<file path="config.mk">
export PLATFORM = sky130hd
export DESIGN_NAME = stage_mem_access_flat
export DESIGN_NICKNAME = d
export VERILOG_FILES = /design/src/rtl/stage_mem_access_if.sv /design/src/rtl/stage_mem_access.sv /design/src/flat_wrapper.sv
export SDC_FILE = /design/constraint.sdc
export NUM_CORES = 1
export LEC_CHECK = 0
export ABC_AREA = 1
export CELL_PAD_IN_SITES_DETAIL_PLACEMENT = 1
export CELL_PAD_IN_SITES_GLOBAL_PLACEMENT = 1
export CORE_MARGIN = 8
export CORE_UTILIZATION = 25
export DETAILED_ROUTE_END_ITERATION = 8
export HOLD_SLACK_MARGIN = 0.15
export PLACE_DENSITY_LB_ADDON = 0.1
export SYNTH_ARGS = -nofsm -noshare
export SYNTH_HDL_FRONTEND = slang
export SYNTH_SLANG_ARGS = --single-unit
</file>
<file path="constraint.sdc">
create_clock -name clk -period 1.51 [get_ports clk]
set_clock_uncertainty 0.15 [all_clocks]
set_input_delay 0.151 -clock clk [delete_from_list [all_inputs] [get_ports clk]]
set_output_delay 0.151 -clock clk [all_outputs]
set_load 0.1 [all_outputs]
</file>
<file path="src/rtl/stage_mem_access_if.sv">
// stage_mem_access_if: req/ack data bus between the memory-access stage and memory
interface stage_mem_access_if #(parameter int AW = 32, parameter int DW = 32);
  logic mem_req;
  logic mem_we;
  logic [AW-1:0] mem_addr_o;
  logic [3:0] mem_sel;
  logic [DW-1:0] mem_wdata;
  logic mem_ack;
  logic [DW-1:0] mem_rdata;
  modport master(output mem_req, mem_we, mem_addr_o, mem_sel, mem_wdata, input mem_ack, mem_rdata);
  modport slave(input mem_req, mem_we, mem_addr_o, mem_sel, mem_wdata, output mem_ack, mem_rdata);
endinterface

</file>
<file path="src/rtl/stage_mem_access.sv">
// stage_mem_access: MEM pipeline stage doing lane-steered loads/stores over a req/ack bus.
// Define MEM_MISALIGN_EXC_EN to trap misaligned halfword/word accesses instead of truncating them.
module stage_mem_access #(
  parameter int DW = 32,
  parameter int AW = 32,
  parameter int OPW = 8
) (
  input  logic clk,
  input  logic rst,
  input  logic valid_i,
  input  logic [OPW-1:0] aluop_i,
  input  logic [4:0] reg_waddr_i,
  input  logic we_i,
  input  logic [DW-1:0] reg_wdata_i,
  input  logic [AW-1:0] mem_addr_i,
  input  logic [DW-1:0] rt_data_i,
  stage_mem_access_if.master bus,
  output logic valid_o,
  output logic [4:0] reg_waddr_o,
  output logic we_o,
  output logic [DW-1:0] reg_wdata_o,
  output logic stallreq_o,
  output logic misalign_o,
  output logic [AW-1:0] badaddr_o
);
  localparam logic [OPW-1:0] LB  = OPW'(8'b11100000);
  localparam logic [OPW-1:0] LH  = OPW'(8'b11100001);
  localparam logic [OPW-1:0] LW  = OPW'(8'b11100011);
  localparam logic [OPW-1:0] LBU = OPW'(8'b11100100);
  localparam logic [OPW-1:0] LHU = OPW'(8'b11100101);
  localparam logic [OPW-1:0] SB  = OPW'(8'b11101000);
  localparam logic [OPW-1:0] SH  = OPW'(8'b11101001);
  localparam logic [OPW-1:0] SW  = OPW'(8'b11101011);
  typedef enum logic {IDLE, WAIT} state_t;
  state_t state, state_n;
  logic is_ld, is_st, sx, mis, go, ld_q, sx_q;
  logic [1:0] sz, sz_q, lo_q;
  logic [3:0] sel;
  logic [15:0] sh;
  logic [DW-1:0] wd, ld_val;
  always_comb begin
    is_ld = aluop_i inside {LB, LBU, LH, LHU, LW};
    is_st = aluop_i inside {SB, SH, SW};
    sz = (aluop_i inside {LB, LBU, SB}) ? 2'd0 : (aluop_i inside {LH, LHU, SH}) ? 2'd1 : 2'd2;
    sx = aluop_i inside {LB, LH};
`ifdef MEM_MISALIGN_EXC_EN
    mis = (is_ld || is_st) && (sz == 2'd1 ? mem_addr_i[0] : (sz == 2'd2 && mem_addr_i[1:0] != 2'b00));
`else
    mis = 1'b0;
`endif
    go = valid_i && (is_ld || is_st) && !mis;
    sel = sz == 2'd0 ? 4'b0001 << mem_addr_i[1:0] : sz == 2'd1 ? (mem_addr_i[1] ? 4'b1100 : 4'b0011) : 4'b1111;
    wd = !is_st ? '0 : sz == 2'd0 ? {4{rt_data_i[7:0]}} : sz == 2'd1 ? {2{rt_data_i[15:0]}} : rt_data_i;
    sh = 16'(bus.mem_rdata >> {lo_q, 3'b000});
    ld_val = sz_q == 2'd0 ? {{24{sx_q & sh[7]}}, sh[7:0]} :
             sz_q == 2'd1 ? {{16{sx_q & sh[15]}}, sh[15:0]} : bus.mem_rdata;
    state_n = rst ? IDLE : state == IDLE ? (go ? WAIT : IDLE) : (bus.mem_ack ? IDLE : WAIT);
    stallreq_o = !rst && (state == IDLE ? go : !bus.mem_ack);
  end
  always_ff @(posedge clk) state <= state_n;
  always_ff @(posedge clk) begin
    if (rst) begin
      bus.mem_req <= 1'b0;
      bus.mem_we <= 1'b0;
      bus.mem_addr_o <= '0;
      bus.mem_sel <= '0;
      bus.mem_wdata <= '0;
      valid_o <= 1'b0;
      reg_waddr_o <= '0;
      we_o <= 1'b0;
      reg_wdata_o <= '0;
      ld_q <= 1'b0;
      sx_q <= 1'b0;
      sz_q <= '0;
      lo_q <= '0;
    end else if (state == IDLE) begin
      if (!valid_i) begin
        valid_o <= 1'b0;
        we_o <= 1'b0;
      end else if (go) begin
        bus.mem_req <= 1'b1;
        bus.mem_we <= is_st;
        bus.mem_addr_o <= {mem_addr_i[AW-1:2], 2'b00};
        bus.mem_sel <= sel;
        bus.mem_wdata <= wd;
        valid_o <= 1'b0;
        reg_waddr_o <= reg_waddr_i;
        we_o <= we_i;
        reg_wdata_o <= reg_wdata_i;
        ld_q <= is_ld;
        sx_q <= sx;
        sz_q <= sz;
        // byte offset of the addressed item once truncated to its natural alignment
        lo_q <= mem_addr_i[1:0] & (sz == 2'd0 ? 2'b11 : sz == 2'd1 ? 2'b10 : 2'b00);
      end else begin
        valid_o <= 1'b1;
        reg_waddr_o <= reg_waddr_i;
        we_o <= we_i && !mis;
        reg_wdata_o <= reg_wdata_i;
      end
    end else if (bus.mem_ack) begin
      bus.mem_req <= 1'b0;
      bus.mem_we <= 1'b0;
      valid_o <= 1'b1;
      if (ld_q) reg_wdata_o <= ld_val;
    end
  end
`ifdef MEM_MISALIGN_EXC_EN
  always_ff @(posedge clk) begin
    if (rst) begin
      misalign_o <= 1'b0;
      badaddr_o <= '0;
    end else begin
      misalign_o <= state == IDLE && valid_i && mis;
      if (state == IDLE && valid_i && mis) badaddr_o <= mem_addr_i;
    end
  end
`else
  assign misalign_o = 1'b0;
  assign badaddr_o = '0;
`endif
endmodule

</file>
<file path="src/flat_wrapper.sv">
// flat-port wrapper written by rule: the top's interface ports become plain ports
module stage_mem_access_flat 
#(
  parameter int DW = 32,
  parameter int AW = 32,
  parameter int OPW = 8
)
  (clk, rst, valid_i, aluop_i, reg_waddr_i, we_i, reg_wdata_i, mem_addr_i, rt_data_i, valid_o, reg_waddr_o, we_o, reg_wdata_o, stallreq_o, misalign_o, badaddr_o, bus_mem_req, bus_mem_we, bus_mem_addr_o, bus_mem_sel, bus_mem_wdata, bus_mem_ack, bus_mem_rdata);
  stage_mem_access_if #(.AW(AW), .DW(DW)) bus_i ();
  input  logic clk;
  input  logic rst;
  input  logic valid_i;
  input  logic [OPW-1:0] aluop_i;
  input  logic [4:0] reg_waddr_i;
  input  logic we_i;
  input  logic [DW-1:0] reg_wdata_i;
  input  logic [AW-1:0] mem_addr_i;
  input  logic [DW-1:0] rt_data_i;
  output logic valid_o;
  output logic [4:0] reg_waddr_o;
  output logic we_o;
  output logic [DW-1:0] reg_wdata_o;
  output logic stallreq_o;
  output logic misalign_o;
  output logic [AW-1:0] badaddr_o;
  output wire logic [$bits(bus_i.mem_req)-1:0] bus_mem_req;
  output wire logic [$bits(bus_i.mem_we)-1:0] bus_mem_we;
  output wire logic [$bits(bus_i.mem_addr_o)-1:0] bus_mem_addr_o;
  output wire logic [$bits(bus_i.mem_sel)-1:0] bus_mem_sel;
  output wire logic [$bits(bus_i.mem_wdata)-1:0] bus_mem_wdata;
  input wire logic [$bits(bus_i.mem_ack)-1:0] bus_mem_ack;
  input wire logic [$bits(bus_i.mem_rdata)-1:0] bus_mem_rdata;
  assign bus_mem_req = bus_i.mem_req;
  assign bus_mem_we = bus_i.mem_we;
  assign bus_mem_addr_o = bus_i.mem_addr_o;
  assign bus_mem_sel = bus_i.mem_sel;
  assign bus_mem_wdata = bus_i.mem_wdata;
  assign bus_i.mem_ack = bus_mem_ack;
  assign bus_i.mem_rdata = bus_mem_rdata;
  stage_mem_access #(.DW(DW), .AW(AW), .OPW(OPW)) u_core (.clk(clk), .rst(rst), .valid_i(valid_i), .aluop_i(aluop_i), .reg_waddr_i(reg_waddr_i), .we_i(we_i), .reg_wdata_i(reg_wdata_i), .mem_addr_i(mem_addr_i), .rt_data_i(rt_data_i), .bus(bus_i), .valid_o(valid_o), .reg_waddr_o(reg_waddr_o), .we_o(we_o), .reg_wdata_o(reg_wdata_o), .stallreq_o(stallreq_o), .misalign_o(misalign_o), .badaddr_o(badaddr_o));
endmodule
</file>
# Word level (Yosys, flattened, before mapping)
# Index checks and enable logic that the tools add are counted.
# word_totals
in_bits	146
reg_bits	114
out_inout_bits	143
# classes
mux	32
n_eq_ne	12
shifts	2
n_reduce_logical	18
n_bitwise	4
# op_table
operator	n
two-way mux 32 bit	9
== test 8 bit (second input constant)	8
right shift 32 x 5 -> 16 bit	1
two-way mux 1 bit	16
two-way mux 4 bit	3
AND reduction 3 bit	3
nonzero test 3 bit	3
two-way mux 2 bit	4
nonzero test 2 bit	3
nonzero test 5 bit	1
== test 2 x 1 -> 1 bit (second input constant)	2
logical NOT 2 bit	2
!= test 2 bit (second input constant)	2
left shift 1 x 2 -> 4 bit (first input constant)	1
bitwise AND 1 bit	2
bitwise AND 2 bit	1
logical AND 1 bit	2
logical NOT 1 bit	2
AND reduction 2 bit	1
logical OR 1 bit	1
inverter 1 bit	1

# Logic depth before layout (Yosys ltp)
# Gate-level depths: netlist of run 1.
# depth
word_depth	8
ltp_mapped	11

# Worst setup path before layout of run 1
# OpenSTA, ideal clock, no wires.
# synth_timing
path_type	flip-flop to output port
startpoint	register u_core.state
endpoint	output stallreq_o
required_time_ns	1.209
arrival_time_ns	1.710
slack_ns	-0.501
stages_incl_launch_ff	8
path_buffers	2
path_cell_list	dfxtp_1 > buf_4 > nor2_8 > nand3_2 > nand2_4 > buf_6 > o21ai_0 > inv_1
# synth_between
elab_chain_len	2
# synth_lines
element	line	text
start: declaration	stage_mem_access.sv:35	state_t state, state_n;
start signal: assignment	stage_mem_access.sv:60	always_ff @(posedge clk) state <= state_n;
two-way mux 1 bit	stage_mem_access.sv:58	stallreq_o = !rst && (state == IDLE ? go : !bus.mem_ack);
logical AND 1 bit	stage_mem_access.sv:58	
end: declaration	flat_wrapper.sv:23	output logic stallreq_o;
# Every way passes these cells.

# Worst setup path in the final report of run 1
# Same ends and word-level chain as after synthesis.

==> reports/results.md, run 1 <==
Run status
* finished with violations — result of the run
* negative setup slack — violated checks

CTS
* 17 — CTS buffer count
* 114 — number of sinks handled by clock tree synthesis
* 2 — buffer levels on the longest clock path
* 4 — number of levels the H-tree was split into
* clkbuf_16 — CTS root buffer
* 0.42 ns — Clk Latency, worst-skew pair
* done — CTS tree
* 0.06 ns — clock edge transition at the registers on the reported setup and hold paths

Floorplan
* 28500 um2 — die footprint
* 169 um — die span in y
* 56 — number of rows created at floorplan
* 0.252 — initial cell density of the core
* 289 — # IOs
* 169 um — Chip Width
* 23200 um2 — placeable core region

Synth
* dfxtp_1 (39%), nand2_1 (16%), a21oi_1 (9.4%) — dominant cells by area after synthesis
* 0.390 — sequential-to-total area share from yosys stat
* nand2_1 — count leader, synth
* 114 — count of state elements after synthesis
* 0 — total number of yosys warnings
* 845 — Syn Inst Count
* nand2_1 (247), dfxtp_1 (114), a21oi_1 (110) — most instantiated cells after synthesis
* 0 — count of flip-flops with a built-in enable after synthesis
* dfxtp_1 — post-synth top area cell
* 33 — synth unique cells
* 0 — proportion of register bits with asynchronous set or reset after synthesis
* 6.92 um2 — synthesized area per cell
* 5850 um2 — Post-Syn Area
* 0.390 — top cell type's share of synthesized area
* dfxtp_1 — Primary FF master, synth

Critical path
* 1.21 ns — Worst Path Required
* 1.43 ns — data arrival time of the critical path
* 3 — peak fanout along the critical path
* primary output — critical path endpoint category
* flop to primary output — type of the worst setup path
* flop — kind of start point of the critical path

Placement
* -0.597 ns — Placement Setup Slack
* 10200 um2 — post-placement cell area
* 19900 um — detailed placer's ending HPWL
* 253 — PortBufs
* 0.814 — routability congestion estimate from global placement
* 1448 — Inst Count DP

Timing
* 0 — Final Hold Violating Endpoints
* 1.15 — post-route fraction of the period consumed by the critical path
* yes — setup repair after global routing missed its margin
* 0.612 — headroom to the max-slew limit
* 0.581 ns — transition time at the pin with the least slew margin
* 1.73 ns — clock period minus worst slack
* -0.223 ns — final worst setup slack
* 0.577 GHz — maximum clock frequency
* 27 — total setup violations reported at the end of the flow
* -2.97 ns — Final TNS setup
* 0 — Final Max Slew Viols

Power
* 0.000655 V — maximum VDD drop
* 10.2 mW — overall power consumption
* 5.15 nW — standby leakage power
* 825 nW/um2 — power per unit of standard cell area

Cells and area
* 1352 — net count of the finished layout
* 12300 um2 — Layout Cell Area excl Fill
* 2579 — fill cell count
* 111% — synth-to-layout area growth
* 0.368 — fraction of final layout cells sized beyond drive strength 1
* 0 — ant diodes
* 1538 — non-filler cells in the finished layout

Route
* 0 — number of design rule violations left after detail routing
* 4 — iteration count of the initial detailed-routing pass
* 18.3 um — Avg WL per Cell
* 28100 um — wire length reported by the detailed router
* 4.53 — number of vias per cell
* 301 — 1st-iter DRT viols
* 0 — number of antenna-violating nets in the routed design
* 6963 — via total after detailed routing

GRT
* 7483 — number of global-route vias before repair
* 0.188 — GRT Overall Usage
* 39 — largest net degree at the start of global routing
* 0 — Overflow after GRT
* 42200 um — global-route wire length before repair
* 1 — antenna violations before repair

Job
* 0 — reported max-cap violation count

Worst hold path
* input pin to flop — path class of the lowest-slack min-delay path

## logic make-up (layout without fill, tap and decap cells)
logic type | Yosys count | in the layout | synth area share
compound gates | 204 | 204 | 0.181
other cells | 1 | 35 | 0.000641
simple gates | 400 | 401 | 0.304
buf+inv | 126 | 465 | 0.124
flops | 114 | 114 | 0.390
## state kept, by name, summed over array words and instances, names as in the netlist, 2 cells and up
signal and count:
u_core.reg_wdata_o 32, u_core.lo_q 2, u_core.reg_waddr_o 5, u_core.bus.mem_wdata 32, u_core.bus.mem_addr_o 30, u_core.bus.mem_sel 4, u_core.sz_q 2
## repair_timing
item / 4_1_cts / 5_1_grt
hold endpoints to repair: 38 / 0
setup buffers: 9 / 9
pin swaps: 11 / 56
setup endpoints to repair: 93 / 103
gates cloned: 6 / 4
hold buffers: 32 / 0
gates resized for setup: 97 / 170
## worst max-delay path, stage by stage (launching register included)
cell     delay [ns]
dfxtp_4        0.37
buf_6          0.12
inv_4          0.04
nor2_2         0.04
o21ai_4        0.23
inv_8          0.04
buf_12         0.16
## path summary, 6_finish.rpt
kind,cells after the start,endpoint,startpoint,slack (ns)
setup / recovery,6,stallreq_o,u_core.state$_SDFF_PP0_,-0.22
hold / removal,3,u_core.bus.mem_addr_o[6]$_SDFFE_PP0P_,mem_addr_i[6],0.17
setup reg to reg,8,u_core.reg_wdata_o[7]$_SDFFE_PP0P_,u_core.state$_SDFF_PP0_,-0.18
hold reg to reg,2,u_core.we_o$_SDFFE_PP0N_,u_core.we_o$_SDFFE_PP0N_,0.35
## per-layer routing
layer | wire length, um | vias up | part of all wire | track usage
met4 | 273 | 2 | 0.0097 | 0.0458
met1 | 11300 | 3324 | 0.40 | 0.212
met5 | 10 | - | 0.00036 | 0
li1 | - | 3435 | - | -
met2 | 14200 | 178 | 0.51 | 0.324
met3 | 2260 | 24 | 0.080 | 0.0778
## cell usage in the layout (no fill, tap or decap), types with 5 or more instances in the layout
cell type / synthesis / final
nor2_1: 31 / 28
o21ai_0: 69 / 31
dfxtp_1: 114 / 109
dlygate4sd3_1: 0 / 32
a21oi_2: 1 / 42
a21oi_1: 110 / 69
dlygate4sd2_1: 0 / 7
nand2_4: 2 / 22
buf_16: 0 / 5
nand2_1: 247 / 206
o21ai_2: 0 / 24
inv_1: 26 / 20
o211ai_1: 5 / 5
buf_6: 8 / 6
nand3_4: 1 / 7
conb_1: 1 / 35
buf_12: 0 / 126
o21ai_1: 12 / 22
or2_2: 23 / 23
inv_6: 0 / 6
clkbuf_16: 0 / 21
nand2_2: 4 / 23
nand3_2: 3 / 14
nand3_1: 79 / 63
nor2_4: 4 / 7
clkdlybuf4s50_1: 0 / 136
buf_4: 48 / 71
inv_2: 13 / 12
## stage by stage
step / utilization / hold slack (ns)
floorplan: - / 0.136
global placement: 0.441 / 0.301
detailed placement: 0.441 / 0.311
CTS: 0.500 / 0.151
global route: 0.532 / 0.175
finish: 0.532 / 0.165
## area by class of cell
type	count	area (um2)	area share
Clock buffer	17	425	0.0345
Clock inverter	15	196	0.0159
Inverter	40	189	0.0153
Multi-Input combinational cell	640	3660	0.296
Sequential cell	114	2300	0.186
Tap cell	319	399	0.0323
Timing Repair Buffer	393	5180	0.420
## power breakdown
group | internal, mW | switching (mW)
Combinational | 1.00 | 1.57
Clock | 2.66 | 1.75
Sequential | 3.09 | 0.105
Total | 6.75 | 3.42
(Power assumes the default switching activity.)
==> run 2: changes to the inputs <==
--- a/config.mk
+++ b/config.mk
@@ -13,6 +13,7 @@
 export DETAILED_ROUTE_END_ITERATION = 8
 export HOLD_SLACK_MARGIN = 0.15
 export PLACE_DENSITY_LB_ADDON = 0.1
+export SETUP_SLACK_MARGIN = 0.5
 export SYNTH_ARGS = -nofsm -noshare
 export SYNTH_HDL_FRONTEND = slang
 export SYNTH_SLANG_ARGS = --single-unit
==> run 2 against run 1 <==
Sequential share of layout area is 1.2 points higher; the flow still finishes with violations (negative setup slack); via count is 2.5% higher; utilization is 1.3 points higher; routed wire length is 5.3% higher; critical path depth is 3 higher; critical path type is now input pin to primary output; final cell count is 1.1% higher.
==> reports/results.md, run 2 (synthesized netlist as in run 1, its figures left out) <==
Power
* 0.407 — clock group share of total power
* 9.84 mW — overall power consumption
* 779 nW/um2 — power per unit of standard cell area
* 5.25 nW — standby leakage power
* 6.47 mW — design internal power
* 0.323 — Sequential Power Share
* 3.37 mW — Switch Pwr
* 0.343 — Net Sw Frac
* 0.269 — combinational group share of total power
* 0.000635 V — maximum VDD drop

Timing
* 0.552 GHz — maximum clock frequency
* 0 — Final Max Slew Viols
* yes — setup repair after global routing missed its margin
* 0.513 ns — transition time at the pin with the least slew margin
* 1.20 — post-route fraction of the period consumed by the critical path
* -20.04 ns — Final TNS setup
* 0.0386 ns — hold slack
* -0.303 ns — final worst setup slack
* 1.81 ns — clock period minus worst slack
* 110 — total setup violations reported at the end of the flow
* 0 — Final Hold Violating Endpoints
* 0.658 — headroom to the max-slew limit

Critical path
* u_core.reg_wdata_o[2]$_SDFFE_PP0P_ — endpoint of the worst register-to-register path
* clkdlybuf4s50_1 — Crit-path slowest cell
* input pin to primary output — type of the worst setup path
* u_core.state$_SDFF_PP0_ — worst r2r src
* 3 — peak fanout along the critical path
* 4 — buffering stage count on the worst path with inverters included
* input pin — kind of start point of the critical path
* clkdlybuf4s50_1 > inv_2 > a21oi_2 > nor2_2 > nand2_4 > nand2_8 > o21ai_4 > inv_8 > buf_12 — sequence of cells on the critical path
* 1.21 ns — Worst Path Required
* 9 — number of cells on the critical path
* -0.26 ns — register-to-register path setup slack
* 11 — cells on worst reg2reg path
* 0.53 ns — Crit path largest cell delay
* 1.51 ns — data arrival time of the critical path
* primary output — critical path endpoint category
* buffers and inverters — crit-path leading delay family

Cells and area
* nand2_1 — most common cell after layout, fill and taps aside
* 116% — synth-to-layout area growth
* nand2_1 (233), clkdlybuf4s50_1 (142), buf_12 (124) — top library cells by usage in the layout, fill and taps aside
* u_core.bus.mem_wdata (32), u_core.reg_wdata_o (32), u_core.bus.mem_addr_o (30) — registers with the most flip-flops
* 0.466 — fraction of final layout cells sized beyond drive strength 1
* 0 — ant diodes
* 1555 — non-filler cells in the finished layout
* 1369 — net count of the finished layout

GRT
* 2 — antenna violations before repair
* 0 — Overflow after GRT
* 41600 um — global-route wire length before repair
* 62 — largest net degree at the start of global routing
* 0.187 — GRT Overall Usage
* 7339 — number of global-route vias before repair

Worst hold path
* u_core.bus.mem_sel[3]$_SDFFE_PP0P_ — endpoint of the worst hold path
* input pin to flop — path class of the lowest-slack min-delay path
* 4 — instance count along the most critical hold path
* rst — critical hold path startpoint

Floorplan
* 169 um — die span in y
* 0.252 — initial cell density of the core
* 28500 um2 — die footprint
* 169 um — Chip Width
* 56 — number of rows created at floorplan
* 289 — # IOs
* 23200 um2 — placeable core region

Job
* 0 — reported max-cap violation count

Route
* 247 — 1st-iter DRT viols
* 0 — number of antenna-violating nets in the routed design
* 4.59 — number of vias per cell
* 19.0 um — Avg WL per Cell
* 4 — iteration count of the initial detailed-routing pass
* 0 — number of design rule violations left after detail routing
* 29600 um — wire length reported by the detailed router
* 7135 — via total after detailed routing

CTS
* 0.42 ns — Clk Latency, worst-skew pair
* 0.06 ns — clock edge transition at the registers on the reported setup and hold paths
* 114 — number of sinks handled by clock tree synthesis
* 4 — number of levels the H-tree was split into
* clkbuf_16 — CTS root buffer
* 17 — CTS buffer count
* 2 — buffer levels on the longest clock path
* done — CTS tree

Placement
* 0.794 — routability congestion estimate from global placement
* 1445 — Inst Count DP
* 19900 um — detailed placer's ending HPWL
* 253 — PortBufs

Run status
* finished with violations — result of the run
* negative setup slack — violated checks

==> run 2: changes by cell type in the layout (fill, tap and decap cells not counted), sizes merged <==
cell,delta
buf,+39
bufbuf,+1
bufinv,-2
clkbuf,+10
clkdlybuf4s50,+6
clkinv,+4
clkinvlp,-1
dlygate4sd2,-7
dlygate4sd3,-32
dlymetal6s2s,+1
inv,-2
nand2,+1
nand3,-1
==> run 2: worst max path at each step <==
stage	startpoint	endpoint
after floorplan	u_core.state$_SDFF_PP0_	stallreq_o
after global placement	aluop_i[6]	stallreq_o
after detailed placement	aluop_i[6]	stallreq_o
after CTS	u_core.state$_SDFF_PP0_	stallreq_o
after global routing	aluop_i[4]	stallreq_o
final	aluop_i[1]	stallreq_o
==> run 2: routing by layer <==
metal | vias to the layer above | global-route usage | wire length, um | share of wire
met5 | - | 0 | 21 | 0.00071
met4 | 4 | 0.0481 | 413 | 0.014
li1 | 3481 | - | - | -
met3 | 28 | 0.0801 | 2360 | 0.080
met1 | 3426 | 0.215 | 12000 | 0.41
met2 | 196 | 0.314 | 14700 | 0.50
==> run 2: final cells by class <==
class,count,area [um2]
fill,2631,10500
multi-input combinational,640,3500
clock buffer,18,439
inverter,40,198
timing repair buffer,410,5470
tap,319,399
sequential,114,2510
clock inverter,14,128
==> run 2: metrics by stage <==
stage / setup WS (ns) / instance area (um2) / utilization
2_1_floorplan: -0.0541 / 6260 / -
3_3_place_gp: -0.475 / 10400 / 0.447
3_5_place_dp: -0.528 / 10400 / 0.447
4_1_cts: -0.433 / 11500 / 0.495
5_1_grt: -0.363 / 12600 / 0.545
6_report: -0.303 / 12600 / 0.545
==> run 2: worst min-delay path, cell delays in order <==
cell	delay (ns)
buf_2	0.11
inv_1	0.14
o21ai_0	0.12
nor2_1	0.05
==> run 2: timing repair <==
action | 4_1_cts | 5_1_grt
pin swaps | 9 | 44
endpoints found under the setup margin | 222 | 222
resized for setup | 93 | 136
cloned | 8 | 16
setup buffers | 12 | 42
endpoints found under the hold margin | 65 | 62
==> run 2: power by group through the flow <==
| stage | Combinational, mW | Sequential [mW] | Clock (mW) |
|---|---|---|---|
| finish | 2.65 | 3.18 | 4.01 |
| global route | 2.77 | 3.19 | 4.24 |
| CTS | 2.45 | 3.21 | 4.10 |
| detailed placement | 2.33 | 3.27 | 0 |
| global placement | 2.31 | 3.27 | 0 |
| floorplan | 0.794 | 3.85 | 0 |
==> run 3: changes to the inputs <==
--- a/config.mk
+++ b/config.mk
@@ -6,6 +6,7 @@
 export NUM_CORES = 1
 export LEC_CHECK = 0
 export ABC_AREA = 1
+export CAP_MARGIN = 30
 export CELL_PAD_IN_SITES_DETAIL_PLACEMENT = 1
 export CELL_PAD_IN_SITES_GLOBAL_PLACEMENT = 1
 export CORE_MARGIN = 8
==> results of run 3 <==
No change in the layout: final DEF, timing and power equal those of run 2.
